==> config.mk <==
export PLATFORM = sky130hd
export DESIGN_NAME = axis_elastic_fifo
export DESIGN_NICKNAME = d
export VERILOG_FILES = /design/src/rtl/axis_pkg.sv /design/src/rtl/axis_fifo_mem.sv /design/src/rtl/axis_elastic_fifo.sv
export SDC_FILE = /design/constraint.sdc
export NUM_CORES = 1
export LEC_CHECK = 0
export ABC_AREA = 1
export CAP_MARGIN = 5
export CORE_UTILIZATION = 58
export CTS_CLUSTER_DIAMETER = 100
export DETAILED_ROUTE_END_ITERATION = 7
export PLACE_DENSITY = 0.84
export SYNTH_ARGS = -nofsm -noshare
export SYNTH_HDL_FRONTEND = slang
export SYNTH_SLANG_ARGS = --single-unit
export TNS_END_PERCENT = 100
==> constraint.sdc <==
create_clock -name clk_i -period 5.1 [get_ports clk_i]
set_input_delay 1.53 -clock clk_i [delete_from_list [all_inputs] [get_ports clk_i]]
set_output_delay 1.53 -clock clk_i [all_outputs]
set_load 0.02 [all_outputs]
==> src/rtl/axis_pkg.sv <==
// Shared sizing helpers for the elastic AXI-Stream FIFO.
package axis_pkg;

   // Bits needed to hold an occupancy count of 0..depth.
   function automatic int unsigned level_width(input int unsigned depth);
      return $clog2(depth + 1);
   endfunction

   // Bits needed to address the depth-1 entry buffer (at least one bit).
   function automatic int unsigned ptr_width(input int unsigned depth);
      return (depth - 1 > 1) ? $clog2(depth - 1) : 1;
   endfunction

   // Circular increment over 0..depth-2; depth-1 need not be a power of two.
   function automatic int unsigned ptr_wrap(input int unsigned ptr, input int unsigned depth);
      return (ptr >= depth - 2) ? 0 : ptr + 1;
   endfunction

endpackage

==> src/rtl/axis_fifo_mem.sv <==
// Register array backing the FIFO: one write port, one asynchronous read port.
module axis_fifo_mem #(
   parameter int unsigned Width   = 17,
   parameter int unsigned Entries = 3,
   parameter int unsigned PtrW    = 2
) (
   input  logic             clk_i,
   input  logic             wr_en,
   input  logic [PtrW-1:0]  wr_ptr,
   input  logic [Width-1:0] wr_data,
   input  logic [PtrW-1:0]  rd_ptr,
   output logic [Width-1:0] rd_data
);

   logic [Width-1:0] mem_q [Entries];

   // Storage write; contents are never reset.
   always_ff @(posedge clk_i) begin
      if (wr_en) mem_q[wr_ptr] <= wr_data;
   end

   assign rd_data = mem_q[rd_ptr];

endmodule

==> src/rtl/axis_elastic_fifo.sv <==
// Elastic AXI-Stream buffer: registered output beat plus a Depth-1 entry buffer,
// registered ready/valid/level/almost-full and a synchronous flush.
module axis_elastic_fifo
   import axis_pkg::*;
#(
   parameter int unsigned DataWidth       = 16,
   parameter int unsigned SideDataWidth   = 1,
   parameter int unsigned Depth           = 4,
   parameter int unsigned AlmostFullLevel = 3
) (
   input  logic                          clk_i,
   input  logic                          rst_ni,
   input  logic                          flush_i,
   output logic                          s_ready_o,
   input  logic                          s_valid_i,
   input  logic [DataWidth-1:0]          s_data_i,
   input  logic [SideDataWidth-1:0]      s_side_data_i,
   input  logic                          m_ready_i,
   output logic                          m_valid_o,
   output logic [DataWidth-1:0]          m_data_o,
   output logic [SideDataWidth-1:0]      m_side_data_o,
   output logic [level_width(Depth)-1:0] level_o,
   output logic                          almost_full_o
);

   localparam int unsigned LevelW     = level_width(Depth);
   localparam int unsigned PtrW       = ptr_width(Depth);
   localparam int unsigned EntryW     = DataWidth + SideDataWidth;
   localparam int unsigned NumEntries = Depth - 1;

   typedef logic [LevelW-1:0] level_t;
   typedef logic [PtrW-1:0]   ptr_t;
   typedef logic [EntryW-1:0] entry_t;

   level_t level_q, level_d;
   ptr_t   rd_ptr_q, rd_ptr_d;
   ptr_t   wr_ptr_q, wr_ptr_d;
   logic   valid_q, valid_d;
   logic   ready_q, ready_d;
   logic   af_q, af_d;
   entry_t out_q, out_d;

   logic   accept, emit, out_free, buf_nonempty;
   logic   load_buf, load_in, mem_wr;
   level_t buf_count, level_next;
   entry_t rd_data;

   axis_fifo_mem #(
      .Width   (EntryW),
      .Entries (NumEntries),
      .PtrW    (PtrW)
   ) u_mem (
      .clk_i   (clk_i),
      .wr_en   (mem_wr),
      .wr_ptr  (wr_ptr_q),
      .wr_data ({s_side_data_i, s_data_i}),
      .rd_ptr  (rd_ptr_q),
      .rd_data (rd_data)
   );

   // Handshakes, output-register load selection, buffer pointers and flags.
   // The buffer holds level-valid beats; the output register is refilled from
   // the buffer head first so ordering holds, and from the input only when the
   // buffer is empty.
   always_comb begin
      accept       = s_valid_i & ready_q;
      emit         = valid_q & m_ready_i;
      out_free     = ~valid_q | emit;
      buf_count    = level_q - level_t'(valid_q);
      buf_nonempty = (buf_count != '0);
      load_buf     = out_free & buf_nonempty;
      load_in      = out_free & ~buf_nonempty & accept;
      level_next   = level_q + level_t'(accept) - level_t'(emit);

      mem_wr   = accept & ~load_in & ~flush_i;
      level_d  = level_next;
      rd_ptr_d = rd_ptr_q;
      wr_ptr_d = wr_ptr_q;
      valid_d  = (level_next != '0);
      ready_d  = (level_next < level_t'(Depth));
      af_d     = (level_next >= level_t'(AlmostFullLevel));
      out_d    = out_q;

      if (load_buf)      out_d = rd_data;
      else if (load_in)  out_d = {s_side_data_i, s_data_i};

      if (load_buf)      rd_ptr_d = ptr_t'(ptr_wrap(32'(rd_ptr_q), Depth));
      if (mem_wr)        wr_ptr_d = ptr_t'(ptr_wrap(32'(wr_ptr_q), Depth));

      if (flush_i) begin
         level_d  = '0;
         rd_ptr_d = '0;
         wr_ptr_d = '0;
         valid_d  = 1'b0;
         ready_d  = 1'b1;
         af_d     = 1'b0;
      end
   end

   // Control state with asynchronous reset.
   always_ff @(posedge clk_i or negedge rst_ni) begin
      if (!rst_ni) begin
         level_q  <= '0;
         rd_ptr_q <= '0;
         wr_ptr_q <= '0;
         valid_q  <= 1'b0;
         ready_q  <= 1'b0;
         af_q     <= 1'b0;
      end else begin
         level_q  <= level_d;
         rd_ptr_q <= rd_ptr_d;
         wr_ptr_q <= wr_ptr_d;
         valid_q  <= valid_d;
         ready_q  <= ready_d;
         af_q     <= af_d;
      end
   end

   // Output data register, not reset.
   always_ff @(posedge clk_i) begin
      out_q <= out_d;
   end

   assign s_ready_o     = ready_q;
   assign m_valid_o     = valid_q;
   assign m_data_o      = out_q[DataWidth-1:0];
   assign m_side_data_o = out_q[EntryW-1 -: SideDataWidth];
   assign level_o       = level_q;
   assign almost_full_o = af_q;

endmodule

# Yosys cells after proc, flatten, opt, wreduce, memory -nomap -nowiden

Memories as Yosys holds them, arrays and structs flattened.
Cells that the tools add are included.

Mux-type cells: 14
Order comparisons: 4
Bitwise gates (word level): 12
Reduce and logical (&&, ||, !) cells: 5
Add/sub/neg operators: 5

Operators by type and width:

| cell                | number |
|---|---|
| $mux 17             | 2 |
| $mux 2              | 6 |
| $and 1x1->1         | 7 |
| $reduce_bool 2->1   | 3 |
| $reduce_bool 3->1   | 2 |
| $sub 3x1->3         | 2 |
| $mux 1              | 5 |
| $add 2x1->2 const B | 2 |
| $ge 2x2->1 const B  | 2 |
| $not 1->1           | 4 |
| $add 3x1->3         | 1 |
| $ge 3x2->1 const B  | 1 |
| $lt 3x3->1 const B  | 1 |
| $mux 3              | 1 |
| $or 1x1->1          | 1 |

Bits of input ports: 22
Output and inout bits: 23
Memories kept: 1
Bits in writable memories: 51
Register bits: 27

Memory list:

| name        | depth | bits a word | read ports | clocked after memory_dff | write ports | line                | text |
|---|---|---|---|---|---|---|---|
| u_mem.mem_q | 3     | 17          | 1          | 0                        | 1           | axis_fifo_mem.sv:15 | `logic [Width-1:0] mem_q [Entries];` |

# Longest topological paths before layout

Word-level depth: 10
Depth in mapped cells: 12
Depth with buffers taken out: 12

# Cells and area by module

From an unflattened synthesis, not the netlist that was laid out.

Cells, all modules: 325
Area, all modules: 3504.6 um^2

Modules (own cells, without submodules):

| module            | seq. area each (um^2) | area each (um^2) | cells each | times used |
|---|---|---|---|---|
| axis_fifo_mem     | 1531.5                | 2093.3           | 183        | 1 |
| axis_elastic_fifo | 760.7                 | 1411.4           | 142        | 1 |

# Worst setup path before layout

No wires, ideal clock.

Path type: input port to flip-flop
From: input m_ready_i
To: memory u_mem.mem_q[2][0], enable pin
Required time: 4.687 ns
Data arrival time: 3.068 ns
Library setup time: 0.413 ns
Path slack: 1.620 ns
Cell stages on the path: 5
Cells stage by stage: inv_1 nand2_1 nand4_1 nand2_1 nor3_1

Cells in the longest elaborated chain, start to end: 9

Ends and longest elaborated chain:

| item                         | line                    | text |
|---|---|---|
| start: declaration           | axis_elastic_fifo.sv:18 | `input logic m_ready_i,` |
| $and 1x1->1                  | axis_elastic_fifo.sv:67 | `emit = valid_q & m_ready_i;` |
| $or 1x1->1                   | axis_elastic_fifo.sv:68 | `out_free = ~valid_q \| emit;` |
| $and 1x1->1 (2 in series)    | axis_elastic_fifo.sv:72 | `load_in = out_free & ~buf_nonempty & accept;` |
| $not 1->1                    | axis_elastic_fifo.sv:75 | `mem_wr = accept & ~load_in & ~flush_i;` |
| $and 1x1->1 (2 in series)    | axis_elastic_fifo.sv:75 |  |
| $mux 1                       | axis_fifo_mem.sv:19     | `if (wr_en) mem_q[wr_ptr] <= wr_data;` |
| $mux 1 (not written as such) | axis_fifo_mem.sv:19     |  |
| end: declaration             | axis_fifo_mem.sv:15     |  |

Every way passes these cells.

# Worst setup path after layout

From: input m_ready_i
To: memory u_mem.mem_q[2][2], enable pin

Same word-level chain as after synthesis.

==> flow_summary.ini <==
[outcome]
status = finished, final reports clean

[grt]
grt_pass1_wl_mm = 9.87
overflow = 0
grt_util_all_layers_pct = 23.1
grt_max_degree = 22
grt_pass1_vias = 2141
antenna_found_initial = 0

[hold_path]
hold_start = wr_ptr_q[1]
min_path_cells = 2
min_to = wr_ptr_q[1]
hold_class = flop to flop

[pwr]
ir_drop_v = 0.000413
p_per_area_mw_per_mm2 = 604
leakagePower_uw = 0.00154

[synth]
synth_edf_count = 68
syn_nets = 296
synth-async-reset-ratio_pct = 12.8
yosysMostFrequentCell = nand2_1
synth_top_flop_cell = edfxtp_1
synth_top_area_share_pct = 64.4
synth_cells = 270
yosys.area.top_type = edfxtp_1
ys_ff_latch = 78
synth_area_mm2 = 0.00317
synth_common_cells = 120 x nand2_1, 68 x edfxtp_1, 21 x nand3_1
synthDistinctLibCells = 25
seq_area_frac_synth_pct = 72.2
ys.warnings.count = 0
synth.area.top_cells = edfxtp_1 64%, nand2_1 14%, dfrtp_1 7.9%
syn_avg_cell_area_um2 = 11.8

[route]
drc_errors = 0
firstDrtPassIters = 4
wl_per_cell_um = 14.4
ant_nets = 0
drt_iter0_drc = 172
vias = 1998
vias_per_cell = 5.10
routed_wl_mm = 5.66

[timing]
slew_viol_final = 0
post-route-min-period_ps = 3220
setup_violations = 0
tightest_slew_ps = 945
period_share_pct = 63.1
rsz0062_at_grt = false
fmax_mhz = 311
setup_ws_ps = 1880
fin_worst_skew_ps = 5.45
final_hold_viol_count = 0
slew_headroom_pct = 37.0
tns_ps = 0

[worst_setup_path]
cp.arrival_ps = 3260
r2r_cells = 8
critical_path_class = primary input to flop
end_kind = flop
cp_common_cell = nand2_1
path_buf_inv = 3
crit_path_cell_trace = clkdlybuf4s50_1 > inv_1 > nand2_1 > nand4_1 > nand2_1 > nor3_2 > buf_4
path_depth = 7
path_delay_family = simple AND/OR/NAND/NOR gates
rrSetupSlack_ps = 2840
worstReg2RegEnd = u_mem.mem_q[2][2]
crit_slowest_cell = nor3_2
path_max_fanout = 9
startpoint_type = primary input
cp_data_required_time_ps = 5140
cpPeakStageDelay_ps = 560
rr_startpoint = level_o[0]

[placed_design]
gp_congestion = 0.811
numPortBuffers = 44
dp_slack_ps = 1550
dpl.hpwl_mm = 3.64

[final_layout]
ff_latch_area_mm2 = 0.00229
diodes = 0
nets = 345
syn2layout_area_growth_pct = 19.8
multi_input_area_um2 = 749
layout-drive-gt1-share_pct = 6.21
nFillCells = 344

[clock_network]
htree_levels = 3
cts_tree = yes
clk_pin_slew_worst_paths_ps = 70
cts_resized = 0
clkLatencyLatePin_ps = 340
cts_made_buffers = 9
cts_hold_repair.buffers = 0
cts.sinks = 78
post-cts-setup-buffers = 0
cts_max_path_buffers = 2
cts_root_buf = clkbuf_8

[die]
die_height_um = 76.0
die_w_um = 76.0
io-pin-count = 45
initial_utilization_pct = 61.3
fp-row-count = 26
dieArea_mm2 = 0.00577
core_area_mm2 = 0.00517

[flow_run]
drv_cap = 0
worst register-to-register path, delay by kind of cell (launching register included):
family | cells | cell delay, ps
buf+inv | 3 | 420
simple gates | 4 | 900
fa+ha+maj | 1 | 270
flops | 1 | 390
placed cells by master (no fill, tap or decap), types with 2 or more instances in the layout:
master,n
clkbuf_1,3
clkbuf_8,9
clkdlybuf4s50_1,44
clkinv_1,2
dfrtp_1,10
edfxtp_1,68
ha_1,3
inv_1,16
nand2_1,120
nand2_2,2
nand3_1,21
nand4_1,3
nor2_1,7
routing by layer:
layer  wire length [µm]  track usage (%)  up-vias
li1                   -                -      994
met1               2190             27.5      935
met2               3000             36.3       67
met3                424             7.47        2
met4                 41             15.4        0
met5                  0                0        -
worst max-delay path by stage:
stage / endpoint / start / slack (ps)
global placement: u_mem.mem_q[2][10] / m_ready_i / 1610
global route: u_mem.mem_q[2][10] / m_ready_i / 1730
CTS: m_valid_o / s_valid_i / 1910
finish: u_mem.mem_q[2][2] / m_ready_i / 1880
detailed placement: m_valid_o / s_valid_i / 1550
floorplan: u_mem.mem_q[2][0] / m_ready_i / 1620
final cells by class:
type | count | area share (%)
timing repair buffer | 45 | 11.8
inverter | 20 | 2.07
tap | 70 | 2.30
clock inverter | 2 | 0.296
multi-input combinational | 165 | 19.7
clock buffer | 12 | 3.55
sequential | 78 | 60.3
state kept, by name, summed over array words and instances, names as in the netlist:
register and cells:
level_o 3, u_mem.mem_q 51, m_valid_o 1, rd_ptr_q 2, wr_ptr_q 2, s_ready_o 1
out_q 17, almost_full_o 1
cell families (layout without fill, tap and decap cells):
group           count (synthesis)  after routing  share of synthesized area (%)
buf+inv                        27             79                           4.42
simple gates                  157            157                           20.7
compound gates                  2              2                          0.315
fa+ha+maj                       4              4                           1.81
xor+xnor                        2              2                          0.552
flops                          78             78                           72.2
through the flow:
stage	total power [µW]	std cells	hold slack [ps]	cell area, µm²	util [%]
2_1_floorplan	1640	270	491	3170	-
3_3_place_gp	1900	378	512	3660	70.7
3_5_place_dp	1950	378	560	3660	70.7
4_1_cts	2310	392	576	3800	73.5
5_1_grt	2450	392	639	3800	73.5
6_report	2300	392	575	3800	73.5
where the power goes:
group / internal, µW / total, µW / switching, µW
clock: 170 / 366 / 196
sequential: 923 / 999 / 75.7
combinational: 331 / 931 / 600
Note: power is estimated with default switching activity, not from simulation.
